$ cat config.mk
export PLATFORM = sky130hd
export DESIGN_NAME = usr_shift_sequencer
export DESIGN_NICKNAME = d
export VERILOG_FILES = /design/src/rtl/usr_shift_sequencer.sv
export SDC_FILE = /design/constraint.sdc
export NUM_CORES = 1
export LEC_CHECK = 0
export CORE_ASPECT_RATIO = 1.1
export CORE_MARGIN = 3
export CORE_UTILIZATION = 45
export CTS_BUF_LIST = sky130_fd_sc_hd__clkbuf_4 sky130_fd_sc_hd__clkbuf_8
export DETAILED_ROUTE_END_ITERATION = 10
export DONT_BUFFER_PORTS = 1
export PLACE_DENSITY = 0.66
export SLEW_MARGIN = 20
export SYNTH_ARGS = -nofsm -noshare
export SYNTH_HDL_FRONTEND = slang
export SYNTH_SLANG_ARGS = --single-unit
$ cat constraint.sdc
create_clock -name clk -period 2.65 [get_ports clk]
set_input_delay 0.265 -clock clk [delete_from_list [all_inputs] [get_ports clk]]
set_output_delay 0.265 -clock clk [all_outputs]
set_load 0.01 [all_outputs]
$ cat src/rtl/usr_shift_sequencer.sv
// usr_shift_sequencer
// Sequencing controller for a 4-bit universal shift register. It drives the
// register mode selects {s1,s0} so that one request runs a whole transaction:
//   TX: one parallel-load cycle, then WIDTH shifts out.
//   RX: WIDTH shifts in, then a one-cycle done pulse.
// Shifts are spaced DIV clocks apart by a bit-rate divider.
// Optional build macro USR_SEQ_BACK2BACK_EN: when defined, a new request may
// be accepted in the DONE cycle, so consecutive words run with no idle cycle.
module usr_shift_sequencer #(
  parameter int WIDTH = 4,
  parameter int CNT_W = 3,
  parameter int DIV   = 1,
  parameter int DIV_W = 4
) (
  input  logic             clk,
  input  logic             rst,
  input  logic             start_valid,
  output logic             start_ready,
  input  logic             op,
  input  logic             dir,
  input  logic             abort,
  output logic             s1,
  output logic             s0,
  output logic             busy,
  output logic [CNT_W-1:0] bit_cnt,
  output logic             done
);

  typedef enum logic [1:0] {
    IDLE  = 2'd0,
    LOAD  = 2'd1,
    SHIFT = 2'd2,
    DONE  = 2'd3
  } state_t;

  localparam logic [1:0]       MODE_HOLD  = 2'b00;
  localparam logic [1:0]       MODE_RIGHT = 2'b01;
  localparam logic [1:0]       MODE_LEFT  = 2'b10;
  localparam logic [1:0]       MODE_LOAD  = 2'b11;
  localparam logic [DIV_W-1:0] DIV_LAST   = DIV_W'(DIV - 1);
  localparam logic [CNT_W-1:0] CNT_LAST   = CNT_W'(WIDTH - 1);

`ifdef USR_SEQ_BACK2BACK_EN
  localparam logic B2B_EN = 1'b1;
`else
  localparam logic B2B_EN = 1'b0;
`endif

  state_t           state_r;
  state_t           state_nxt_s;
  logic             op_r;
  logic             dir_r;
  logic             op_nxt_s;
  logic             dir_nxt_s;
  logic [DIV_W-1:0] div_cnt_r;
  logic [DIV_W-1:0] div_nxt_s;
  logic [CNT_W-1:0] bit_cnt_r;
  logic [CNT_W-1:0] bit_nxt_s;
  logic [1:0]       mode_r;
  logic [1:0]       mode_nxt_s;
  logic             done_r;
  logic             busy_r;
  logic             shift_now_s;
  logic             accept_s;

  // Ready is decoded from state; a request is taken only when abort is low.
  always_comb begin
    start_ready = 1'b0;
    if (state_r == IDLE) begin
      start_ready = 1'b1;
    end else if ((state_r == DONE) && B2B_EN) begin
      start_ready = 1'b1;
    end else begin
      start_ready = 1'b0;
    end
    accept_s    = start_valid && start_ready && !abort;
    shift_now_s = (state_r == SHIFT) && (div_cnt_r == DIV_LAST);
  end

  // Next-state, counters and latched op/dir. A shift issued this cycle counts
  // even if abort arrives with it, since the register has already moved.
  always_comb begin
    state_nxt_s = state_r;
    op_nxt_s    = op_r;
    dir_nxt_s   = dir_r;
    div_nxt_s   = div_cnt_r;
    if (shift_now_s) begin
      bit_nxt_s = bit_cnt_r + CNT_W'(1);
    end else begin
      bit_nxt_s = bit_cnt_r;
    end
    case (state_r)
      IDLE, DONE: begin
        if (accept_s) begin
          op_nxt_s    = op;
          dir_nxt_s   = dir;
          div_nxt_s   = {DIV_W{1'b0}};
          bit_nxt_s   = {CNT_W{1'b0}};
          state_nxt_s = op ? SHIFT : LOAD;
        end else begin
          state_nxt_s = IDLE;
        end
      end
      LOAD: begin
        if (abort) begin
          state_nxt_s = IDLE;
        end else begin
          state_nxt_s = SHIFT;
          div_nxt_s   = {DIV_W{1'b0}};
        end
      end
      SHIFT: begin
        if (abort) begin
          state_nxt_s = IDLE;
        end else if (shift_now_s) begin
          div_nxt_s = {DIV_W{1'b0}};
          if (bit_cnt_r == CNT_LAST) begin
            state_nxt_s = DONE;
          end else begin
            state_nxt_s = SHIFT;
          end
        end else begin
          div_nxt_s = div_cnt_r + DIV_W'(1);
        end
      end
      default: begin
        state_nxt_s = IDLE;
      end
    endcase
  end

  // Mode for the coming cycle, looked ahead so that s1/s0 can be registered.
  always_comb begin
    mode_nxt_s = MODE_HOLD;
    case (state_nxt_s)
      LOAD: begin
        mode_nxt_s = MODE_LOAD;
      end
      SHIFT: begin
        if (div_nxt_s == DIV_LAST) begin
          mode_nxt_s = dir_nxt_s ? MODE_LEFT : MODE_RIGHT;
        end else begin
          mode_nxt_s = MODE_HOLD;
        end
      end
      default: begin
        mode_nxt_s = MODE_HOLD;
      end
    endcase
  end

  // State and registered outputs; reset forces hold mode on the register.
  always_ff @(posedge clk or posedge rst) begin
    if (rst) begin
      state_r   <= IDLE;
      op_r      <= 1'b0;
      dir_r     <= 1'b0;
      div_cnt_r <= {DIV_W{1'b0}};
      bit_cnt_r <= {CNT_W{1'b0}};
      mode_r    <= MODE_HOLD;
      done_r    <= 1'b0;
      busy_r    <= 1'b0;
    end else begin
      state_r   <= state_nxt_s;
      op_r      <= op_nxt_s;
      dir_r     <= dir_nxt_s;
      div_cnt_r <= div_nxt_s;
      bit_cnt_r <= bit_nxt_s;
      mode_r    <= mode_nxt_s;
      done_r    <= (state_nxt_s == DONE);
      busy_r    <= (state_nxt_s != IDLE);
    end
  end

  assign s1      = mode_r[1];
  assign s0      = mode_r[0];
  assign busy    = busy_r;
  assign done    = done_r;
  assign bit_cnt = bit_cnt_r;

endmodule
# ---- Word level (Yosys, flattened, before mapping)
# Index checks and enable logic that the tools add are counted.
dict set report totals {
  ff_bits 14
  inputBits 6
  output_inout_bits 8
  wordCells 46
}
dict set report op_classes {
  addsub 2
  n_eq_ne 7
  muxes 21
  n_reduce_logical 9
}
# cell n
set ops {}
lappend ops {{$mux 4} 4}
lappend ops {{$mux 2} 7}
lappend ops {{$pmux 4 s3} 1}
lappend ops {{$mux 3} 3}
lappend ops {{$eq 2x2->1 const B} 4}
lappend ops {{$logic_not 4->1} 2}
lappend ops {{$pmux 2 s3} 1}
lappend ops {{$add 4x1->4 const B} 1}
lappend ops {{$eq 2x1->1 const B} 2}
lappend ops {{$mux 1} 4}
lappend ops {{$pmux 2 s2} 1}
lappend ops {{$add 3x1->3 const B} 1}
lappend ops {{$eq 3x2->1 const B} 1}
lappend ops {{$logic_and 1x1->1} 3}
lappend ops {{$logic_not 2->1} 1}
lappend ops {{$reduce_bool 2->1} 1}
lappend ops {{$reduce_or 2->1} 1}
lappend ops {{$logic_not 1->1} 1}

# ---- Longest topological paths before layout
# Gate-level depths: netlist (run 1).
dict set report logic_depth {
  ltp_word 9
  ltp_mapped 12
  ltp_nobuf 11
}

# ---- Least setup slack after synthesis (run 1)
# OpenSTA, ideal clock, no wires.
dict set report synth_timing {
  path_kind {reg-to-reg}
  start {register div_cnt_r[0]}
  end {register mode_r[0]}
  setup_ns 0.092
  t_arrival_ns 2.275
  required_ns 2.558
  path_slack_ns 0.283
  path_stages_with_launch 13
  path_buffers 1
  period_less_slack_ns 2.367
  path_cell_list {dfrtp_1 > inv_1 > ha_1 > nor3b_1 > and2_1 > buf_2 > nor2_1 > a21oi_1 > o22ai_1 > ha_1 > nor3b_1 > nand4b_1 > o31ai_2}
}
dict set report synth_via {
  word_cells_on_any_way 16
  classes_between {1 x add/sub; 2 x eq/ne; 10 x mux; 3 x reduce/logical}
}
# element line_no
set synth_lines {}
lappend synth_lines {{from (decl)} 55} ;# logic [DIV_W-1:0] div_cnt_r;
lappend synth_lines {{from (signal assigned)} 158} ;# div_cnt_r <= {DIV_W{1'b0}};
lappend synth_lines {{from (signal assigned)} 167} ;# div_cnt_r <= div_nxt_s;
lappend synth_lines {{$logic_not 4->1 (*)} 77} ;# shift_now_s = (state_r == SHIFT) && (div_cnt_r == DIV_LAST);
lappend synth_lines {{$logic_and 1x1->1 (*)} 77}
lappend synth_lines {{$mux 2 (*)} 115} ;# end else if (shift_now_s) begin
lappend synth_lines {{$mux 2 (*)} 113} ;# if (abort) begin
lappend synth_lines {{$pmux 2 s3 (*)} 92} ;# case (state_r)
lappend synth_lines {{named net state_nxt_s[0]} 50} ;# state_t state_nxt_s;
lappend synth_lines {{$eq 2x2->1 or $eq 2x1->1 (tied branches)} 135} ;# case (state_nxt_s)
lappend synth_lines {{$pmux 2 s2 (*)} 135}
lappend synth_lines {{named net mode_nxt_s[0]} 60} ;# logic [1:0] mode_nxt_s;
lappend synth_lines {{to (signal assigned)} 169} ;# mode_r <= mode_nxt_s;
lappend synth_lines {{to (decl)} 59} ;# logic [1:0] mode_r;
# Mark *: on every way through the listed nets, which the timed path passes. The rest lies on a longest branch.

# ---- Worst setup path after layout (run 1)
dict set report layout_timing {
  start {register div_cnt_r[1]}
  end {register mode_r[0]}
}
dict set report layout_via {
  elab_chain_cells 8
  word_cells_on_any_way 16
  classes_between {1 x add/sub; 2 x eq/ne; 10 x mux; 3 x reduce/logical}
}
# element line_no
set layout_lines {}
lappend layout_lines {{parallel branches: the longest is 7 deep, another holds $add 4x1->4} n/a}
lappend layout_lines {{$pmux 2 s2 (*)} 135}
lappend layout_lines {{named net mode_nxt_s[0]} 60}
# Mark *: on every way through the listed nets, which the timed path passes.

==> results of run 1 <==
synth_stat cells (2+ instances only):
master	n	area share
dfrtp_1	14	0.41
ha_1	11	0.16
a21oi_1	2	0.012
nor3b_1	2	0.017
o211ai_1	2	0.017
nand2_1	2	0.0087
inv_1	11	0.048
nand4b_1	2	0.020
nand2b_1	4	0.029
nor2_1	5	0.022
o21ai_0	2	0.012
o31ai_2	2	0.029
per-layer routing:
layer  vias up  global-route usage  wire (um)
li1        301                   -          -
met2        11               0.205        690
met5         -                   0          0
met3         2              0.0208         58
met4         0              0.0538          6
met1       287               0.206        758
cells in the final DEF (no fill, tap or decap), drive strengths merged, types with 3 or more instances in the layout:
cell / n
nand2b: 4
a21oi: 3
clkbuf: 4
ha: 11
o21ai: 3
dfrtp: 14
nand2: 3
nor2: 5
inv: 11
buf: 4
layout make-up:
cell class                 instances  area (um^2)  share of cell area
multi-input combinational         56          462               0.486
sequential                        14          350               0.368
inverter                          11         41.3              0.0434
timing repair buffer               5         40.0              0.0421
clock buffer                       4         36.3              0.0382
tap                               17         21.3              0.0224
path summary, 6_finish.rpt:
kind                               from      endpoint  slack [ns]  depth (start not counted)
setup / recovery           div_cnt_r[1]     mode_r[0]        0.27                          9
hold / removal                      dir         dir_r        0.19                          1
setup reg to reg           div_cnt_r[1]     mode_r[0]        0.27                          9
hold reg to reg                   dir_r         dir_r        0.53                          1
max in group asynchronous           rst  div_cnt_r[0]        1.86                          2
min in group asynchronous           rst          busy        0.46                          2
flip-flops by register name, indices dropped and copies added, names as in the netlist:
signal and cells:
div_cnt_r 4, done 1, dir_r 1, busy 1, mode_r 2, state_r 2, bit_cnt 3
logic make-up (layout without fill, tap and decap cells):
family	Yosys count	after routing	synth area share
xor gates and xnor gates	1	1	0.0102
muxes	2	2	0.0247
buffers and inverters	13	20	0.0669
DFF	14	14	0.407
AOI/OAI and AO/OA	18	18	0.163
and+or+nand+nor	24	24	0.169
adders and majority gates	11	11	0.160
timing repair:
| action | 4_1_cts | 5_1_grt |
|---|---|---|
| resized for setup | 0 | 2 |
| endpoints found under the setup margin | 0 | 2 |
| hold endpoints to repair | 14 | 0 |
| hold buffers | 1 | 0 |
power by group through the flow:
stage / Combinational, mW / Sequential, mW / Clock, mW
global placement: 0.197 / 0.296 / 0
global route: 0.237 / 0.297 / 0.160
CTS: 0.205 / 0.293 / 0.153
detailed placement: 0.202 / 0.297 / 0
finish: 0.206 / 0.292 / 0.147
floorplan: 0.165 / 0.292 / 0
stage by stage:
step / util / setup slack, ns
floorplan: - / 0.283
global placement: 0.530 / 0.175
detailed placement: 0.530 / 0.129
CTS: 0.558 / 0.113
global route: 0.563 / 0.0283
finish: 0.563 / 0.267
==> results.cfg, run 1 <==
[critical_path]
critPathBufInv = 1
cp_top_family = compound AO/OA/AOI/OAI gates
crit_top_cell = ha_1
worstPathCellList = inv_1 -> ha_1 -> nor3b_2 -> o21ai_0 -> a311o_1 -> ha_1 -> nor3b_1 -> nand4b_1 -> o31ai_2
crit_path_max_incr_delay_ns = 0.42
critPathMaxFanout = 3
critical_path_required_ns = 2.83
critPathArrivalTime_ns = 2.57
endpoint_kind = flip-flop
slowest_stage = a311o_1
critPathKind = reg -> reg
cp-start-kind = flip-flop

[sta]
setup_violations = 0
tightest_slew_ns = 0.556
post-route-period-util = 0.899
relSlewSlack = 0.625
rsz0062_at_grt = false
clock_skew_ns = 0.00207
slew_viol_final = 0
period_minus_slack_ns = 2.38
tns_ns = 0
fmax_mhz = 420
final_hold_viol_count = 0
holdWs_ns = 0.189

[yosys]
mappedNetlistArea_um2 = 861
synth_cell_types = 36
synth-edff-count = 0
ys.flop_type = dfrtp_1
syn-num-nets = 100
synth-seq-cells = 14
syn_inst = 83
seq_area_frac_synth = 0.407
ys_warn_count = 0
synth_area_per_cell_um2 = 10.4
async_reset_ff_frac = 1.00

[pwr]
ir_drop_uv = 469
pwr-share-seq = 0.452
comb_power_share = 0.320
p_clk_frac = 0.228
switching_power_uw = 216
intPower_uw = 429
cellLeakagePower_nw = 0.471
power_per_cell_area_nw_per_um2 = 679
switching_share = 0.335
p_total_uw = 646

[floorplanning]
fp.coreArea_um2 = 1690
dieArea_um2 = 2470
start_util = 0.510
die_h_um = 51.9
die_w_um = 47.7
num_io_pins = 14
row_count = 15

[placed_design]
placed_area_um2 = 896
place_congestion = 0.831
port_buffers = 0
dp_hpwl_um = 1200
placed_cells = 102

[detailed_routing]
dr.pass1.iters = 4
via_per_inst = 5.62
num_vias = 601
ant_nets = 0
routed_wl_um = 1510
drt_iter0_drc = 11
drc = 0
routedWlPerCell_um = 14.1

[finish]
final_area_um2 = 951
stdcell_count = 107
antenna_cells = 0
final_nets = 108
area_growth_pct = 10.5
fillers = 153
layout-drive-gt1-share = 0.178

[clock_tree]
clk_path_buf_depth = 2
h-tree-depth = 1
root_buffer = clkbuf_4
cts_tree = built
clk_pin_slew_worst_paths_ns = 0.08
clk_latency_ns = 0.27
cts_setup_buffers = 0
clock-sinks = 14
numCtsBuffers = 3

[grt]
antenna_found_initial = 0
grt_max_degree = 15
grt.total_usage = 0.141
gr-total-overflow = 0
grt_pass1_vias = 600
grt_pass1_wl_um = 2520

[flow_run]
maxCapViolations = 0

[outcome]
run_status = complete, no violations

[min_path]
hold_class = in -> reg
(Power assumes the default switching activity.)
==> run 2: changes to the inputs <==
CORE_ASPECT_RATIO = default   (was 1.1)
==> run 2 against run 1 <==
- clock skew increased by 0.0034 ns
- routed wire length increased by 0.40%
- cell area decreased by 0.92%
- count of clock-buffer cells in the layout unchanged
- critical path depth increased by 2
- clock power about the same
- sequential cell count unchanged
- sequential share of layout area increased by 0.34 points
- first-iteration DRC count increased by 73%
- via count increased by 1.7%
- final cell count increased by 5.6%
- critical path type unchanged
- critical endpoint is now mode_r[1]
- largest cell class unchanged
==> results.cfg, run 2 (synthesized netlist as in run 1, its figures left out) <==
[outcome]
run_status = complete, no violations

[detailed_routing]
via_per_inst = 5.41
routed_wl_um = 1520
num_vias = 611
drc = 0
drt_iter0_drc = 19
routedWlPerCell_um = 13.5
ant_nets = 0
dr.pass1.iters = 4

[placed_design]
port_buffers = 0
dp_hpwl_um = 1230
place_congestion = 0.870

[critical_path]
critical_path_required_ns = 2.84
cp-start-kind = flip-flop
worstPathCellList = inv_1 -> ha_1 -> nor3b_2 -> and2_1 -> nor2_1 -> a21oi_1 -> o22ai_1 -> ha_1 -> nor3b_1 -> nand4b_1 -> o31ai_2
crit_top_cell = ha_1
worstSetupStartpoint = div_cnt_r[0]
crit_path_max_incr_delay_ns = 0.42
r2r-start = div_cnt_r[0]
critPathMaxFanout = 4
slowest_stage = dfrtp_1
endpoint_kind = flip-flop
critPathKind = reg -> reg
critPathArrivalTime_ns = 2.62

[floorplanning]
fp.coreArea_um2 = 1760
num_io_pins = 14
die_h_um = 49.7
row_count = 15
start_util = 0.488
dieArea_um2 = 2470
die_w_um = 49.7

[pwr]
switching_share = 0.337
power_per_cell_area_nw_per_um2 = 679
cellLeakagePower_nw = 0.459
switching_power_uw = 216
ir_drop_uv = 479
intPower_uw = 424
p_clk_frac = 0.233
comb_power_share = 0.307
pwr-share-seq = 0.461

[sta]
post-route-period-util = 0.918
rsz0062_at_grt = false
fmax_mhz = 411
setup_violations = 0
holdWs_ns = 0.175
slew_viol_final = 0
clock_skew_ns = 0.00549
final_hold_viol_count = 0
tightest_slew_ns = 0.534
period_minus_slack_ns = 2.43
relSlewSlack = 0.640
tns_ns = 0

[finish]
final_nets = 106
antenna_cells = 0
final_common_cell = dfrtp_1
layout_common_cells = dfrtp_1, inv_1, ha_1
area_growth_pct = 9.45
layout-drive-gt1-share = 0.148
regMostFlops = div_cnt_r
largest_reg_flops = 4
fillers = 166

[clock_tree]
numCtsBuffers = 3
clk_path_buf_depth = 2
clk_pin_slew_worst_paths_ns = 0.08
cts_setup_buffers = 0
root_buffer = clkbuf_4
h-tree-depth = 1
clk_latency_ns = 0.27
clock-sinks = 14
cts_tree = built

[grt]
gr-total-overflow = 0
grt_pass1_wl_um = 2480
grt_max_degree = 15
grt.total_usage = 0.132
antenna_found_initial = 0
grt_pass1_vias = 534

[flow_run]
maxCapViolations = 0

[min_path]
hold_class = in -> reg
hold_start = op
-- run 2: cell count changes in the layout (fill, tap and decap cells not counted) --
cell / change
a21oi_2: -1
a21oi_1: +1
buf_4: -2
-- run 2: layout make-up --
class / count / area, um^2 / area share
Multi-Input combinational cell: 56 / 458 / 0.486
Sequential cell: 14 / 350 / 0.372
Inverter: 11 / 41.3 / 0.0438
Clock buffer: 4 / 36.3 / 0.0385
Tap cell: 25 / 31.3 / 0.0332
Timing Repair Buffer: 3 / 25.0 / 0.0266
-- run 2: critical path, delay by kind of cell (launching register included) --
family / cells / cell delay, ns
adder cells (fa/ha/maj): 2 / 0.48
buffers and inverters: 1 / 0.09
AND/OR/NAND/NOR: 5 / 0.81
AO/OA/AOI/OAI: 3 / 0.54
flip-flops: 1 / 0.42
-- run 2: what timing repair did --
action,in CTS,in global routing
hold buffers,1,0
hold endpoints to repair,14,0
setup endpoints to repair,0,2
resized for setup,0,1
-- run 2: worst paths after layout --
path / endpoint / slack [ns] / cells past startpoint
min in group asynchronous: mode_r[0] / 0.45 / 2
hold / removal: state_r[0] / 0.17 / 1
setup / recovery: mode_r[1] / 0.22 / 11
setup reg to reg: mode_r[1] / 0.22 / 11
hold reg to reg: div_cnt_r[0] / 0.52 / 1
max in group asynchronous: dir_r / 1.86 / 2
-- run 2: metrics by stage --
stage	setup slack [ns]	area, um^2	total power [mW]	cells	util
5_1_grt	0.0292	942	0.686	113	0.534
2_1_floorplan	0.283	861	0.457	83	-
3_3_place_gp	0.147	891	0.487	108	0.505
3_5_place_dp	0.127	891	0.493	108	0.505
4_1_cts	0.115	937	0.644	113	0.531
6_report	0.218	942	0.639	113	0.534
-- run 2: power groups by stage --
| stage | Clock (mW) | Sequential (mW) | Combinational [mW] |
|---|---|---|---|
| after detailed placement | 0 | 0.299 | 0.194 |
| after global routing | 0.163 | 0.300 | 0.223 |
| after global placement | 0 | 0.299 | 0.188 |
| after floorplan | 0 | 0.292 | 0.165 |
| after CTS | 0.153 | 0.295 | 0.196 |
| final | 0.149 | 0.295 | 0.196 |
-- run 2: layer usage --
| metal | part of all wire | global-route usage | vias up |
|---|---|---|---|
| met2 | 0.46 | 0.203 | 24 |
| met5 | 0 | 0 | - |
| met1 | 0.45 | 0.173 | 285 |
| met3 | 0.075 | 0.0393 | 2 |
| met4 | 0.0092 | 0.0553 | 0 |
| li1 | - | - | 300 |
